**config.mk**
```make
export PLATFORM = sky130hd
export DESIGN_NAME = ysyx_23060025_csr_ctrl
export DESIGN_NICKNAME = d
export VERILOG_FILES = /design/src/rtl/ysyx_23060025_csr_ctrl.sv
export SDC_FILE = /design/constraint.sdc
export NUM_CORES = 1
export LEC_CHECK = 0
export BUFFER_PORTS_ARGS = -buffer_cell sky130_fd_sc_hd__clkbuf_2
export CORE_UTILIZATION = 50
export CTS_CLUSTER_DIAMETER = 30
export DETAILED_ROUTE_END_ITERATION = 7
export PLACE_DENSITY = 0.78
export SLEW_MARGIN = 5
export SYNTH_ARGS = -nofsm -noshare
export SYNTH_HDL_FRONTEND = slang
export SYNTH_SLANG_ARGS = --single-unit
```
**constraint.sdc**
```tcl
create_clock -name clock -period 5.6 [get_ports clock]
set_input_delay 1.12 -clock clock [delete_from_list [all_inputs] [get_ports clock]]
set_output_delay 1.12 -clock clock [all_outputs]
set_load 0.02 [all_outputs]
```
**src/rtl/ysyx_23060025_csr_ctrl.sv**
```systemverilog
// Multi-cycle CSR sequencer: runs the read-modify-write for CSRRW/CSRRS/CSRRC,
// the three-step ECALL trap entry and the MRET mepc read, then hands rd/redirect to write-back.
module ysyx_23060025_csr_ctrl #(
  parameter int                    DATA_WIDTH  = 32,
  parameter logic [DATA_WIDTH-1:0] ECALL_CAUSE = 32'd11
) (
  input  logic                  clock,
  input  logic                  reset,
  input  logic                  in_valid,
  output logic                  in_ready,
  input  logic [2:0]            in_op,
  input  logic [11:0]           in_csr_addr,
  input  logic [DATA_WIDTH-1:0] in_src,
  input  logic [DATA_WIDTH-1:0] in_pc,
  output logic [11:0]           csr_raddr,
  input  logic [DATA_WIDTH-1:0] csr_rdata,
  output logic [11:0]           csr_waddr,
  output logic [DATA_WIDTH-1:0] csr_wdata,
  output logic [2:0]            csr_type_o,
  output logic [DATA_WIDTH-1:0] csr_mcause_o,
  output logic                  out_valid,
  input  logic                  out_ready,
  output logic [DATA_WIDTH-1:0] out_rd_wdata,
  output logic                  out_redirect,
  output logic [DATA_WIDTH-1:0] out_redirect_pc
);

  localparam logic [2:0] OP_CSRRW = 3'b001;
  localparam logic [2:0] OP_CSRRS = 3'b010;
  localparam logic [2:0] OP_CSRRC = 3'b011;
  localparam logic [2:0] OP_ECALL = 3'b100;
  localparam logic [2:0] OP_MRET  = 3'b101;

  localparam logic [11:0] ADDR_MTVEC  = 12'h305;
  localparam logic [11:0] ADDR_MEPC   = 12'h341;
  localparam logic [11:0] ADDR_MCAUSE = 12'h342;

  localparam logic [2:0] TYPE_NONE  = 3'b000;
  localparam logic [2:0] TYPE_WRITE = 3'b001;
  localparam logic [2:0] TYPE_ECALL = 3'b011;

  typedef enum logic [2:0] {
    IDLE, EXEC, TRAP_EPC, TRAP_CAUSE, TRAP_VEC, MRET_RD, DONE
  } state_t;

  state_t                state;
  logic [2:0]            op_q;
  logic [11:0]           addr_q;
  logic [DATA_WIDTH-1:0] src_q;
  logic [DATA_WIDTH-1:0] pc_q;
  logic [DATA_WIDTH-1:0] rd_q;
  logic                  redirect_q;
  logic [DATA_WIDTH-1:0] redirect_pc_q;

  function automatic logic [DATA_WIDTH-1:0] rmw_data(
    input logic [2:0] op, input logic [DATA_WIDTH-1:0] old, input logic [DATA_WIDTH-1:0] src
  );
    case (op)
      OP_CSRRS: rmw_data = old | src;
      OP_CSRRC: rmw_data = old & ~src;
      default:  rmw_data = src;
    endcase
  endfunction

  always_ff @(posedge clock or posedge reset) begin
    if (reset) begin
      state         <= IDLE;
      op_q          <= '0;
      addr_q        <= '0;
      src_q         <= '0;
      pc_q          <= '0;
      rd_q          <= '0;
      redirect_q    <= 1'b0;
      redirect_pc_q <= '0;
    end else begin
      case (state)
        IDLE: begin
          if (in_valid) begin
            op_q          <= in_op;
            addr_q        <= in_csr_addr;
            src_q         <= in_src;
            pc_q          <= in_pc;
            rd_q          <= '0;
            redirect_q    <= 1'b0;
            redirect_pc_q <= '0;
            case (in_op)
              OP_CSRRW, OP_CSRRS, OP_CSRRC: state <= EXEC;
              OP_ECALL:                     state <= TRAP_EPC;
              OP_MRET:                      state <= MRET_RD;
              default:                      state <= DONE;
            endcase
          end
        end
        EXEC: begin
          rd_q  <= csr_rdata;
          state <= DONE;
        end
        TRAP_EPC:   state <= TRAP_CAUSE;
        TRAP_CAUSE: state <= TRAP_VEC;
        TRAP_VEC, MRET_RD: begin
          redirect_pc_q <= csr_rdata;
          redirect_q    <= 1'b1;
          rd_q          <= '0;
          state         <= DONE;
        end
        DONE: if (out_ready) state <= IDLE;
        default: state <= IDLE;
      endcase
    end
  end

  assign in_ready        = (state == IDLE);
  assign out_valid       = (state == DONE);
  assign out_rd_wdata    = rd_q;
  assign out_redirect    = redirect_q;
  assign out_redirect_pc = redirect_pc_q;

  // Register-file port drive; idle/done states leave every port at zero.
  always_comb begin
    csr_raddr    = '0;
    csr_waddr    = '0;
    csr_wdata    = '0;
    csr_type_o   = TYPE_NONE;
    csr_mcause_o = '0;
    case (state)
      EXEC: begin
        csr_raddr  = addr_q;
        csr_waddr  = addr_q;
        csr_wdata  = rmw_data(op_q, csr_rdata, src_q);
        csr_type_o = (op_q != OP_CSRRW && src_q == '0) ? TYPE_NONE : TYPE_WRITE;
      end
      TRAP_EPC: begin
        csr_waddr  = ADDR_MEPC;
        csr_wdata  = pc_q;
        csr_type_o = TYPE_WRITE;
      end
      TRAP_CAUSE: begin
        csr_waddr    = ADDR_MCAUSE;
        csr_mcause_o = ECALL_CAUSE;
        csr_type_o   = TYPE_ECALL;
      end
      TRAP_VEC: csr_raddr = ADDR_MTVEC;
      MRET_RD:  csr_raddr = ADDR_MEPC;
      default: ;
    endcase
  end

endmodule

```
Yosys cells after proc, flatten, opt, wreduce, memory -nomap -nowiden
Index checks and enable logic that the tools add are counted.

Register bits: 147. Bits of input ports: 115. Output and inout bits: 158. Logic and storage cells: 55.

Equality and inequality tests: 16. Multiplexer cells: 16. Bitwise operators: 3. Reduce and logical (&&, ||, !) cells: 12.

Operator list (count): $pmux W32 S2 (3); $pmux W32 S3 (1); $pmux W12 S3 (2); $and A32 B32 Y32 (1); $logic_not A32 Y1 (1); $mux W32 (1); $not A32 Y32 (1); $or A32 B32 Y32 (1); $eq A3 B2 Y1 const B (6); $eq A3 B3 Y1 const B (5); $pmux W3 S5 (1); $pmux W3 S3 (1); $reduce_and A2 Y1 (4); $eq A3 B1 Y1 const B (2); $mux W3 (2); $pmux W2 S3 (1); $reduce_or A3 Y1 (2); $mux W4 (1); $logic_not A3 Y1 (1); $ne A3 B1 Y1 const B (1); $reduce_bool A3 Y1 (1); $mux W1 (2); $ne A2 B1 Y1 const B (1); $ne A2 B2 Y1 const B (1); other kinds (4) (4).

Depth between registers and ports, before layout
Word-level depth: 5. Gate-level depth with buffers: 6. Mapped depth without buffers: 4.

Worst setup path before layout
OpenSTA, ideal clock, no wires.

Path kind: input to output. Start point: input port csr_rdata[12]. End point: output port csr_wdata[12]. Arrival time: 1.813 ns. Data required time: 4.480 ns. Slack: 2.667 ns. Stages on the path: 3. Path buffers: 0. Path through: nor3b_1 a21oi_1 o21ai_0.

Longest elaborated chain between the ends: 3. Elaborated cells on any way between the ends: 4. Those cells by class: 2 x mux; 2 x bitwise.

RTL lines: start, declared (line 16) `input logic [DATA_WIDTH-1:0] csr_rdata,`; $and A32 B32 Y32 or $or A32 B32 Y32 (tied branches) (line 60, 59); $pmux W32 S2 (*) (line 58) `case (op)`; $pmux W32 S2 (*) (line 125) `case (state)`; end, declared (line 18) `output logic [DATA_WIDTH-1:0] csr_wdata,`.

Mark *: on every way between the ends. The rest lies on a longest branch, timed or not.

Worst setup path in the final report
Start point: register state[1]. End point: output port csr_waddr[1].

Longest elaborated chain between the ends: 2. Elaborated cells on any way between the ends: 4. Those cells by class: 3 x eq/ne; 1 x mux.

RTL lines: start, declared (line 46) `state_t state;`; start signal, assigned (line 67) `state <= IDLE;`; start signal, assigned (line 87) `OP_CSRRW, OP_CSRRS, OP_CSRRC: state <= EXEC;`; start signal, assigned (line 88) `OP_ECALL: state <= TRAP_EPC;`; $eq A3 B2 Y1 or $eq A3 B1 Y1 (tied branches) (line 125); $pmux W12 S3 (*) (line 125); end, declared (line 17) `output logic [11:0] csr_waddr,`.

Marks and branches as above.

==> impl_metrics.env <==
export IMPL_postCtsSetupBuffers=0
export IMPL_netlist_top_cells_area="dfrtp_1, mux2_4, nand2_1, a22o_1, buf_4"
export IMPL_critical_path_max_stage_delay_ns=0.92
export IMPL_drt_met1_wl_mm=8.14
export IMPL_synth_seq_cells=147
export IMPL_r2r_setup_slack_ns=2.75
export IMPL_regToRegStartpoint="state[2]"
export IMPL_yosysTopAreaCellShare_pct=50.5
export IMPL_path_class="reg -> out"
export IMPL_route_vias_total=5646
export IMPL_grt_pass1_wl_mm=28.5
export IMPL_synthTopCellsByCount="dfrtp_1, nand2_1, mux2_4, a21oi_1, o21ai_1"
export IMPL_synthFlopType="dfrtp_1"
export IMPL_chipHeight_microns=123
export IMPL_crit_path_start="state[1]"
export IMPL_diodes=0
export IMPL_num_rows=43
export IMPL_leakage_nw=4.51
export IMPL_worstSetupEndpoint="csr_waddr[1]"
export IMPL_drive_gt1_share_pct=42.2
export IMPL_wl_per_cell_microns=17.8
export IMPL_status="finished, final reports clean"
export IMPL_r2r_end="op_q[0]"
export IMPL_cts_buffers=17
export IMPL_start_util_pct=51.9
export IMPL_topRoutingLayerUsed="met4"
export IMPL_vdd_drop_max_mv=0.326
export IMPL_ys_types=38
export IMPL_clockRootBuffer="clkbuf_16"
export IMPL_cts_sinks=147
export IMPL_viasPerCell=5.36
export IMPL_clk_pin_slew_ns=0.06
export IMPL_hp_class="reg -> reg"
export IMPL_place_area_sq_um=8320
export IMPL_period_share_pct=69.2
export IMPL_p_per_area_nw_per_um2=644
export IMPL_globalplace_congestion=0.788
export IMPL_cts_tree="yes"
export IMPL_synthArstFlopShare_pct=100
export IMPL_avgSynthCellArea_sq_um=11.4
export IMPL_tns_ns=0
export IMPL_postRouteWirelength_mm=18.8
export IMPL_rsz0062_at_grt="no"
export IMPL_grt_ovfl_total=0
export IMPL_required_ns=4.48
export IMPL_grt_max_degree=105
export IMPL_ys_seq_area_share_pct=50.5
export IMPL_crit_chain="nand2b_1 > nor2_4 > and2_1 > or2_2 > clkbuf_2"
export IMPL_worst_setup_path_end_kind="primary output"
export IMPL_grt_pass1_vias=5318
export IMPL_io_pins=273
export IMPL_drv_cap=0
export IMPL_cts_path_max_buffers=2
export IMPL_synth_area_sq_um=7290
export IMPL_final_setup_skew_ns=0.00686
export IMPL_portBuffers=242
export IMPL_slew_violations=0
export IMPL_worstSetupStartpointType="flop"
export IMPL_drt_first_pass_iters=8
export IMPL_dpl_hpwl_mm=12.6
export IMPL_cts_resized=0
export IMPL_synth_edf_count=0
export IMPL_fmax_ghz=0.258
export IMPL_fillers=1120
export IMPL_htreeDepth=4
export IMPL_worstRegToRegCells=4
export IMPL_crit_slowest_cell="nor2_4"
export IMPL_wl_met2_mm=9.00
export IMPL_final_setup_viol_count=0
export IMPL_worst_path_max_fanout=49
export IMPL_fin_area_sq_um=8980
export IMPL_syn_inst=641
export IMPL_die_w_microns=123
export IMPL_area_growth_pct=23.2
export IMPL_period_needed_ns=3.88
export IMPL_grt_use_total_pct=25.4
export IMPL_antenna_found_initial=0
export IMPL_final_nets=976
export IMPL_worst_ep_arrival_time_ns=2.76
export IMPL_worst_slew_pin_slew_ns=1.17
export IMPL_drc_errors=0
export IMPL_slew_headroom_pct=21.5
export IMPL_drt_iter0_drc=381
export IMPL_final_antenna_net_count=0
export IMPL_dieArea_sq_um=15100
export IMPL_core_sq_um=14000
export IMPL_synth_most_common_cell="dfrtp_1"
export IMPL_clk_latency_ns=0.42
export IMPL_met3_length_mm=1.34
export IMPL_yosys_area_top_type="dfrtp_1"
export IMPL_finalHoldViolCount=0
export IMPL_ys_warn_count=0
export IMPL_cts_hold_buf=0
==> placed cells by master (no fill, tap or decap), types with 2 or more instances in the layout <==
cell type	instances
o21ai_0	28
clkinv_4	2
and2_1	14
clkbuf_2	242
bufinv_16	5
nand2b_1	4
or2_2	2
nor4_1	7
a21oi_1	38
nor2_1	12
nor3_1	2
buf_4	7
nand2_1	105
a22o_1	32
inv_1	3
nand3b_1	2
clkbuf_16	17
conb_1	30
mux2_4	77
nor3b_1	32
nand2b_2	2
dfrtp_1	147
inv_6	2
or2_1	2
clkbuf_8	2
o21ai_1	37
clkinv_2	4
mux2_1	2
==> worst min-delay path by stage <==
stage	from	to	slack [ns]	cells after the start
2_1_floorplan	addr_q[1]	addr_q[1]	0.47	1
3_3_place_gp	out_rd_wdata[12]	out_rd_wdata[12]	0.49	1
3_5_place_dp	addr_q[1]	addr_q[1]	0.49	1
4_1_cts	out_rd_wdata[13]	out_rd_wdata[13]	0.51	1
5_1_grt	out_rd_wdata[14]	out_rd_wdata[14]	0.52	1
6_report	addr_q[1]	addr_q[1]	0.51	1
==> report_power, final <==
group          switching (mW)  internal (mW)
sequential              0.435           1.58
clock                   0.452          0.813
combinational            1.42           1.08
==> state kept, by name, summed over array words and instances, names as in the netlist <==
name             count
out_redirect         1
out_rd_wdata        32
op_q                 3
src_q               32
state                3
out_redirect_pc     32
addr_q              12
pc_q                32
==> cells by family after synthesis <==
logic type | share of synthesized area [%]
AND/OR/NAND/NOR | 13.2
flip-flops | 50.5
AO/OA/AOI/OAI | 11.5
buffers and inverters | 8.39
multiplexers | 16.3
XOR/XNOR | 0.120
other | 0.0515
==> worst max-delay path, delay by kind of cell (launching register included) <==
kind	cells	cell delay (ns)
buffers and inverters	1	0.15
flip-flops	1	0.59
AND/OR/NAND/NOR	4	1.59
==> cell type report <==
cell class | instances | area (sq um) | share of cell area, %
clock buffers | 19 | 453 | 5.05
clock inverters | 13 | 204 | 2.27
inverters | 4 | 20.0 | 0.223
multi-input cells | 442 | 3130 | 34.9
flip-flops and latches | 147 | 3680 | 41.0
well taps | 180 | 225 | 2.51
repair buffers | 249 | 1260 | 14.1
==> per-layer routing <==
layer  vias up  GRT usage (%)
li1       2606              -
met1      2779           33.5
met2       237           40.1
met3        24           6.83
met4         0           9.60
met5         -              0
==> metrics by stage <==
step | util (%) | power, mW | hold slack, ns | worst slack [ns] | instances
after floorplan | - | 3.80 | 0.473 | 0.529 | 670
after global placement | 59.3 | 4.46 | 0.489 | 2.23 | 1022
after detailed placement | 59.3 | 4.51 | 0.489 | 2.19 | 1022
after CTS | 63.9 | 5.79 | 0.508 | 1.73 | 1054
after global routing | 63.9 | 6.09 | 0.520 | 1.53 | 1054
final | 63.9 | 5.78 | 0.507 | 1.72 | 1054
Note: power is estimated with default switching activity, not from simulation.
